==> src/rtl/csr_timer_file.sv <==
// LoongArch-32 CSR file: exception CSRs, countdown timer, sampled interrupt lines,
// BADV capture and a 64-bit stable counter. Read by ID, written by WB.
module csr_timer_file #(
   parameter int          TIMER_W  = 32,
   parameter int          HW_INT_N = 8,
   parameter logic [31:0] TID_INIT = 32'h0
) (
   input  logic                clk,
   input  logic                resetn,
   input  logic                csr_re,
   input  logic [13:0]         csr_num,
   output logic [31:0]         csr_rvalue,
   input  logic                csr_we,
   input  logic [31:0]         csr_wmask,
   input  logic [31:0]         csr_wvalue,
   input  logic                ertn_flush,
   input  logic                wb_ex,
   input  logic [5:0]          wb_ecode,
   input  logic [8:0]          wb_esubcode,
   input  logic [31:0]         wb_pc,
   input  logic [31:0]         wb_vaddr,
   input  logic [HW_INT_N-1:0] hw_int_in,
   input  logic                ipi_in,
   output logic [31:0]         ex_entry,
   output logic [31:0]         ertn_entry,
   output logic                has_int,
   output logic [63:0]         stable_cnt
);

   localparam logic [13:0] CSR_CRMD   = 14'h000;
   localparam logic [13:0] CSR_PRMD   = 14'h001;
   localparam logic [13:0] CSR_EUEN   = 14'h002;
   localparam logic [13:0] CSR_ECFG   = 14'h004;
   localparam logic [13:0] CSR_ESTAT  = 14'h005;
   localparam logic [13:0] CSR_ERA    = 14'h006;
   localparam logic [13:0] CSR_BADV   = 14'h007;
   localparam logic [13:0] CSR_EENTRY = 14'h00C;
   localparam logic [13:0] CSR_SAVE0  = 14'h030;
   localparam logic [13:0] CSR_SAVE1  = 14'h031;
   localparam logic [13:0] CSR_SAVE2  = 14'h032;
   localparam logic [13:0] CSR_SAVE3  = 14'h033;
   localparam logic [13:0] CSR_TID    = 14'h040;
   localparam logic [13:0] CSR_TCFG   = 14'h041;
   localparam logic [13:0] CSR_TVAL   = 14'h042;
   localparam logic [13:0] CSR_TICLR  = 14'h044;

   // LIE[10] is reserved in the architecture, so it stays 0.
   localparam logic [12:0] LIE_MASK = 13'h1BFF;

   localparam logic [5:0] ECODE_ADE = 6'h08;
   localparam logic [5:0] ECODE_ALE = 6'h09;

   // architectural state
   logic [1:0]          crmd_plv;
   logic                crmd_ie;
   logic [1:0]          prmd_pplv;
   logic                prmd_pie;
   logic                euen_fpe;
   logic [12:0]         ecfg_lie;
   logic [1:0]          estat_is_sw;
   logic [HW_INT_N-1:0] estat_is_hw;
   logic                estat_ti;
   logic                estat_ipi;
   logic [5:0]          estat_ecode;
   logic [8:0]          estat_esub;
   logic [31:0]         era;
   logic [31:0]         badv;
   logic [25:0]         eentry_va;
   logic [31:0]         save_q [4];
   logic [31:0]         tid;
   logic [TIMER_W-1:0]  tcfg_q;
   logic [TIMER_W-1:0]  cnt;
   logic [63:0]         stable_q;

   // read-side views of the registers
   logic [31:0] crmd_rd;
   logic [31:0] prmd_rd;
   logic [31:0] euen_rd;
   logic [31:0] ecfg_rd;
   logic [31:0] estat_rd;
   logic [31:0] tcfg_rd;
   logic [31:0] tval_rd;
   logic [7:0]  hw_is_rd;
   logic [12:0] estat_is_all;

   // write decode
   logic crmd_wr, prmd_wr, euen_wr, ecfg_wr, estat_wr, era_wr, badv_wr;
   logic eentry_wr, save_wr, tid_wr, tcfg_wr, ticlr_wr;
   logic ticlr_clr;
   logic timer_expire;
   logic badv_from_pc;
   logic badv_from_va;

   logic [31:0]        crmd_new, prmd_new, euen_new, ecfg_new, estat_new;
   logic [31:0]        era_new, badv_new, eentry_new, save_new, tid_new, tcfg_new;
   logic [TIMER_W-1:0] tcfg_new_w;
   logic [TIMER_W-1:0] reload_val;
   logic [TIMER_W-1:0] reload_new;

   function automatic logic [31:0] merge(input logic [31:0] old_v,
                                         input logic [31:0] mask,
                                         input logic [31:0] wval);
      merge = (mask & wval) | (~mask & old_v);
   endfunction

   always_comb begin
      hw_is_rd = '0;
      hw_is_rd[HW_INT_N-1:0] = estat_is_hw;
   end

   assign estat_is_all = {estat_ipi, estat_ti, 1'b0, hw_is_rd, estat_is_sw};

   // DA is hard-wired to 1; PG, DATF and DATM are not software-writable and read 0
   assign crmd_rd  = {28'd0, 1'b1, crmd_ie, crmd_plv};
   assign prmd_rd  = {29'd0, prmd_pie, prmd_pplv};
   assign euen_rd  = {31'd0, euen_fpe};
   assign ecfg_rd  = {19'd0, ecfg_lie};
   assign estat_rd = {1'b0, estat_esub, estat_ecode, 3'd0, estat_is_all};

   always_comb begin
      tcfg_rd = '0;
      tcfg_rd[TIMER_W-1:0] = tcfg_q;
      tval_rd = '0;
      tval_rd[TIMER_W-1:0] = cnt;
   end

   assign crmd_wr   = csr_we && (csr_num == CSR_CRMD);
   assign prmd_wr   = csr_we && (csr_num == CSR_PRMD);
   assign euen_wr   = csr_we && (csr_num == CSR_EUEN);
   assign ecfg_wr   = csr_we && (csr_num == CSR_ECFG);
   assign estat_wr  = csr_we && (csr_num == CSR_ESTAT);
   assign era_wr    = csr_we && (csr_num == CSR_ERA);
   assign badv_wr   = csr_we && (csr_num == CSR_BADV);
   assign eentry_wr = csr_we && (csr_num == CSR_EENTRY);
   assign save_wr   = csr_we && (csr_num[13:2] == CSR_SAVE0[13:2]);
   assign tid_wr    = csr_we && (csr_num == CSR_TID);
   assign tcfg_wr   = csr_we && (csr_num == CSR_TCFG);
   assign ticlr_wr  = csr_we && (csr_num == CSR_TICLR);
   assign ticlr_clr = ticlr_wr && csr_wmask[0] && csr_wvalue[0];

   assign crmd_new   = merge(crmd_rd, csr_wmask, csr_wvalue);
   assign prmd_new   = merge(prmd_rd, csr_wmask, csr_wvalue);
   assign euen_new   = merge(euen_rd, csr_wmask, csr_wvalue);
   assign ecfg_new   = merge(ecfg_rd, csr_wmask, csr_wvalue);
   assign estat_new  = merge(estat_rd, csr_wmask, csr_wvalue);
   assign era_new    = merge(era, csr_wmask, csr_wvalue);
   assign badv_new   = merge(badv, csr_wmask, csr_wvalue);
   assign eentry_new = merge({eentry_va, 6'd0}, csr_wmask, csr_wvalue);
   assign save_new   = merge(save_q[csr_num[1:0]], csr_wmask, csr_wvalue);
   assign tid_new    = merge(tid, csr_wmask, csr_wvalue);
   assign tcfg_new   = merge(tcfg_rd, csr_wmask, csr_wvalue);
   assign tcfg_new_w = tcfg_new[TIMER_W-1:0];

   assign reload_val = {tcfg_q[TIMER_W-1:2], 2'b00};
   assign reload_new = {tcfg_new_w[TIMER_W-1:2], 2'b00};

   // A TCFG write in the same cycle as cnt==0 suppresses the expiry.
   assign timer_expire = tcfg_q[0] && (cnt == '0) && !tcfg_wr;

   assign badv_from_pc = (wb_ecode == ECODE_ADE) && (wb_esubcode == 9'd0);
   assign badv_from_va = ((wb_ecode == ECODE_ADE) && (wb_esubcode == 9'd1)) ||
                         (wb_ecode == ECODE_ALE);

   // CRMD / PRMD: exception entry beats ertn, which beats software writes
   always_ff @(posedge clk or negedge resetn) begin
      if (!resetn) begin
         crmd_plv  <= 2'd0;
         crmd_ie   <= 1'b0;
         prmd_pplv <= 2'd0;
         prmd_pie  <= 1'b0;
      end else begin
         if (wb_ex) begin
            crmd_plv  <= 2'd0;
            crmd_ie   <= 1'b0;
            prmd_pplv <= crmd_plv;
            prmd_pie  <= crmd_ie;
         end else begin
            if (ertn_flush) begin
               crmd_plv <= prmd_pplv;
               crmd_ie  <= prmd_pie;
            end else if (crmd_wr) begin
               crmd_plv <= crmd_new[1:0];
               crmd_ie  <= crmd_new[2];
            end
            if (prmd_wr) begin
               prmd_pplv <= prmd_new[1:0];
               prmd_pie  <= prmd_new[2];
            end
         end
      end
   end

   always_ff @(posedge clk or negedge resetn) begin
      if (!resetn) begin
         euen_fpe  <= 1'b0;
         ecfg_lie  <= '0;
         eentry_va <= '0;
         tid       <= TID_INIT;
         for (int i = 0; i < 4; i++) save_q[i] <= '0;
      end else begin
         if (euen_wr)   euen_fpe  <= euen_new[0];
         if (ecfg_wr)   ecfg_lie  <= ecfg_new[12:0] & LIE_MASK;
         if (eentry_wr) eentry_va <= eentry_new[31:6];
         if (tid_wr)    tid       <= tid_new;
         if (save_wr)   save_q[csr_num[1:0]] <= save_new;
      end
   end

   // ESTAT: interrupt lines are re-sampled every cycle
   always_ff @(posedge clk or negedge resetn) begin
      if (!resetn) begin
         estat_is_sw <= 2'd0;
         estat_is_hw <= '0;
         estat_ipi   <= 1'b0;
         estat_ecode <= 6'd0;
         estat_esub  <= 9'd0;
      end else begin
         estat_is_hw <= hw_int_in;
         estat_ipi   <= ipi_in;
         if (estat_wr) estat_is_sw <= estat_new[1:0];
         if (wb_ex) begin
            estat_ecode <= wb_ecode;
            estat_esub  <= wb_esubcode;
         end
      end
   end

   always_ff @(posedge clk or negedge resetn) begin
      if (!resetn) begin
         era  <= '0;
         badv <= '0;
      end else if (wb_ex) begin
         era <= wb_pc;
         if (badv_from_pc)      badv <= wb_pc;
         else if (badv_from_va) badv <= wb_vaddr;
      end else begin
         if (era_wr)  era  <= era_new;
         if (badv_wr) badv <= badv_new;
      end
   end

   // timer counter; one-shot expiry drops En and holds cnt at 0
   always_ff @(posedge clk or negedge resetn) begin
      if (!resetn) begin
         tcfg_q <= '0;
         cnt    <= '0;
      end else if (tcfg_wr) begin
         tcfg_q <= tcfg_new_w;
         cnt    <= reload_new;
      end else if (tcfg_q[0]) begin
         if (cnt != '0)     cnt       <= cnt - TIMER_W'(1);
         else if (tcfg_q[1]) cnt      <= reload_val;
         else               tcfg_q[0] <= 1'b0;
      end
   end

   // expiry wins over a coincident TICLR clear
   always_ff @(posedge clk or negedge resetn) begin
      if (!resetn)           estat_ti <= 1'b0;
      else if (timer_expire) estat_ti <= 1'b1;
      else if (ticlr_clr)    estat_ti <= 1'b0;
   end

   always_ff @(posedge clk or negedge resetn) begin
      if (!resetn) stable_q <= '0;
      else         stable_q <= stable_q + 64'd1;
   end

   always_comb begin
      csr_rvalue = '0;
      if (csr_re) begin
         case (csr_num)
            CSR_CRMD:   csr_rvalue = crmd_rd;
            CSR_PRMD:   csr_rvalue = prmd_rd;
            CSR_EUEN:   csr_rvalue = euen_rd;
            CSR_ECFG:   csr_rvalue = ecfg_rd;
            CSR_ESTAT:  csr_rvalue = estat_rd;
            CSR_ERA:    csr_rvalue = era;
            CSR_BADV:   csr_rvalue = badv;
            CSR_EENTRY: csr_rvalue = {eentry_va, 6'd0};
            CSR_SAVE0:  csr_rvalue = save_q[0];
            CSR_SAVE1:  csr_rvalue = save_q[1];
            CSR_SAVE2:  csr_rvalue = save_q[2];
            CSR_SAVE3:  csr_rvalue = save_q[3];
            CSR_TID:    csr_rvalue = tid;
            CSR_TCFG:   csr_rvalue = tcfg_rd;
            CSR_TVAL:   csr_rvalue = tval_rd;
            default:    csr_rvalue = '0;
         endcase
      end
   end

   assign ex_entry   = {eentry_va, 6'd0};
   assign ertn_entry = era;
   assign has_int    = crmd_ie && |(ecfg_lie & estat_is_all);
   assign stable_cnt = stable_q;

endmodule

==> config.mk <==
export PLATFORM = sky130hd
export DESIGN_NAME = csr_timer_file
export DESIGN_NICKNAME = d
export VERILOG_FILES = /design/src/rtl/csr_timer_file.sv
export SDC_FILE = /design/constraint.sdc
export NUM_CORES = 1
export LEC_CHECK = 0
export BUFFER_PORTS_ARGS = -buffer_cell sky130_fd_sc_hd__buf_2
export CORE_UTILIZATION = 45
export DETAILED_ROUTE_END_ITERATION = 8
export PLACE_DENSITY_LB_ADDON = 0.15
export REMOVE_ABC_BUFFERS = 1
export SKIP_CTS_REPAIR_TIMING = 1
export SYNTH_ARGS = -nofsm -noshare
export SYNTH_HDL_FRONTEND = slang
export SYNTH_SLANG_ARGS = --single-unit
export TNS_END_PERCENT = 5
==> constraint.sdc <==
create_clock -name clk -period 2.6 [get_ports clk]
set_clock_uncertainty 0.1 [all_clocks]
set_input_delay 0.26 -clock clk [delete_from_list [all_inputs] [get_ports clk]]
set_output_delay 0.26 -clock clk [all_outputs]
set_load 0.02 [all_outputs]
==> out/results.env <==
STATUS='complete, but fails checks'
VIOLATIONS_IN_THE_FINAL_REPORTS='hold timing, setup timing'
CTS_TREE='done'
HOLD_PATH_CLASS='in -> reg'
WORST_SLEW_MARGIN_REL=0.4135
WORST-SLEW-PIN-TRANSITION_PS=874.9
SYNTH_SEQ_CELLS=424
FINAL_HOLD_VIOL_COUNT=11
GRT_START_MAX_NET_PINS=73
CLK-INSERTION-DELAY-LATE_PS=600
GRT_FIRST_PASS_WIRELENGTH_UM=126000
CP_MAX_FO=8
CELL_REPEATED_MOST_ALONG_THE_WORST_PATH='buf_6'
USE_MET3=0.04411
DRTITER0DRC=1978
FILLCELL_TOTAL=4200
CRIT_ARRIVAL_PS=2420
CTS_BUFFER_DEPTH=3
INITIAL_CORE_UTILIZATION=0.4589
PLACEMENT.IO_BUFFERS=326
FLIP_FLOP_AND_LATCH_AREA_MM2=0.01061
NUMCLOCKSINKS=424
SYNTH_EDF_COUNT=0
WL_PER_CELL_UM=23.88
DESIGN.CORE.AREA_MM2=0.04925
ROOT_BUFFER='clkbuf_16'
SYNTH.TOP_CELLS.BY_AREA='dfrtp_1, mux2_2, mux2i_1, nand2_1, o21ai_0'
MIN_PERIOD_PS=2781
CELLLEAKAGEPOWER_nW=14.14
SYNTH_SEQUENTIAL_AREA_RATIO=0.4694
CLKSLEWWORSTSETUPHOLDPATHS_PS=60
YOSYSMOSTFREQUENTCELL='dfrtp_1'
POSTLAYOUTSETUPSLACKWORST_PS=-180.8
POST-LAYOUT-TOTAL-POWER_mW=15.47
GRT_SETUP_UNREPAIRED='true'
ANT_NETS=0
GRT_UTIL_MET1=0.4595
CRITPATHSLOWESTCELL='nor4_4'
WORST_EP_REQUIRED_TIME_PS=2240
MOST_CROWDED_LAYER_GR='met2'
FP.DIEW_UM=226.1
ROUTE.DETAILED.VIAS_PER_INST=5.957
POST_SYNTH_NUM_CELL_TYPES=76
FINAL.HOLD.WORST_SLACK_PS=-13.60
FINAL_NET_COUNT=3064
GRT_OVERFLOW=0
SYNTH_TOP_CELLS_BY_COUNT='dfrtp_1, nand2_1, o21ai_0'
HPWLAFTERDP_UM=61620
DIE_AREA_MM2=0.05113
FIN_CELLS=3588
FINAL_LAYOUT_SIZE_SUFFIX_GT1_FRAC=0.3175
GR-USAGE-MET2=0.5150
DRCVIOLATIONCOUNT=0
WL_UM=85690
CP_CELL_SEQUENCE='buf_6 -> nor4_4 -> buf_6 -> buf_6 -> nand4_1 -> buf_4 -> nor2_4 -> buf_6 -> buf_12 -> a22o_1 -> a221oi_2 -> a31oi_1 -> buf_4'
SETUP_VIOL=33
PLACE_CONGESTION=0.9727
MULTI_INPUT_COMB_AREA_MM2=0.01150
FINALCRITPERIODSHARE=1.070
DPL.CELL_COUNT=3366
FLOORPLAN.DIE.HEIGHT_UM=226.1
GROUTE.USAGE.OVERALL=0.3275
CRITPATHCAPTURETYPE='output port'
PLACEMENT_ROWS=81
HTREE_LEVELS=2
SYNTH_CELLS=2285
NETLIST.TOP_CELL.BY_AREA='dfrtp_1'
PLACE_WORST_SETUP_SLACK_PS=-457.7
FMAX_MHz=359.6
SYNTH_AREA_PER_CELL_UM2=9.892
SETUP_CP_TYPE='in -> out'
POWER.DENSITY_CELL_AREA_mW_PER_MM2=510.5
SLOWEST_DELAY_PS=380
YS.FLOP_TYPE='dfrtp_1'
IR_WORST_VDD_uV=492.7
MAX_CAP_VIOL_COUNT=0
ANTENNA_FOUND_INITIAL=2
REPORT.FINAL.SLEW_VIOL_COUNT=0
SYNTHARSTFLOPSHARE=1.000
NUMCTSBUFFERS=48
SYNTHESIS.YOSYS.WARNINGS=0
NUM_VIAS=21370
AREA_GROW_SYN2LAYOUT_PCT=34.03
SYN-CELL-AREA_MM2=0.02260
FIRST_GLOBAL_VIAS=20480
DRT_PRE_ANTENNA_ITERS=6
IOS=333
TIMING.CRITICAL_PATH.FROM_TYPE='input pin'
SYNTH_TOP_AREA_SHARE=0.4694
==> per-layer routing <==
metal	wire, um	vias to the layer above
met5	7	-
li1	-	9519
met3	6634	169
met1	36280	10720
met4	2527	2
met2	40240	961
==> through the flow <==
| step | utilization | TNS (ps) | cell area [um^2] |
|---|---|---|---|
| global placement | 0.5471 | -47270 | 26950 |
| detailed placement | 0.5471 | -49500 | 26950 |
| global route | 0.6150 | -5362 | 30290 |
| floorplan | - | -213580 | 21890 |
| finish | 0.6151 | -3418 | 30300 |
| CTS | 0.5793 | -10030 | 28530 |
==> area by class of cell <==
| class | instances | share of cell area |
|---|---|---|
| Clock buffer | 72 | 0.04762 |
| Timing Repair Buffer | 729 | 0.1862 |
| Clock inverter | 12 | 0.004791 |
| Sequential cell | 424 | 0.3502 |
| Tap cell | 664 | 0.02742 |
| Inverter | 34 | 0.004212 |
| Antenna cell | 1 | 0.00008260 |
| Multi-Input combinational cell | 1652 | 0.3795 |
==> cells in the final DEF, fill, tap and decap left out, types with 55 or more instances in the layout <==
| master | instances |
|---|---|
| a21oi_1 | 143 |
| buf_2 | 294 |
| buf_4 | 247 |
| dfrtp_1 | 424 |
| dlygate4sd3_1 | 128 |
| mux2_2 | 175 |
| mux2i_1 | 154 |
| nand2_1 | 349 |
| nor2_1 | 96 |
| o21ai_0 | 177 |
| xnor2_1 | 55 |
==> kinds of logic after synthesis <==
kind of cell	after synthesis	synth area share
AOI/OAI and AO/OA	559	0.1557
xor gates and xnor gates	75	0.02906
adders and majority gates	3	0.001661
buffers and inverters	214	0.03808
DFF	424	0.4694
muxes	344	0.1688
other	1	0.0001659
and+or+nand+nor	665	0.1371
==> worst max-delay path: cells and delay by family <==
kind / cells / cell delay [ps]
compound gates: 3 / 430
buf+inv: 7 / 1060
simple gates: 3 / 670
==> final timing paths <==
path                       cells after the start                startpoint                  endpoint  slack (ps)
hold / removal                                 3             csr_wmask[11]                      flop         -10
min in group asynchronous                      2                    resetn                 async pin         150
hold reg to reg                                2    save_q[85]$_DFFE_PN0P_    save_q[85]$_DFFE_PN0P_         380
max in group asynchronous                      3                    resetn                 async pin        1370
setup reg to reg                               6  stable_cnt[12]$_DFF_PN0_  stable_cnt[63]$_DFF_PN0_          70
setup / recovery                              13               csr_num[10]            csr_rvalue[19]        -180
==> where the power goes <==
part | total, mW | internal (mW) | switching (mW)
clock | 6.95 | 4.11 | 2.84
sequential | 6.99 | 6.80 | 0.194
combinational | 1.53 | 0.640 | 0.886
(Power assumes the default switching activity.)
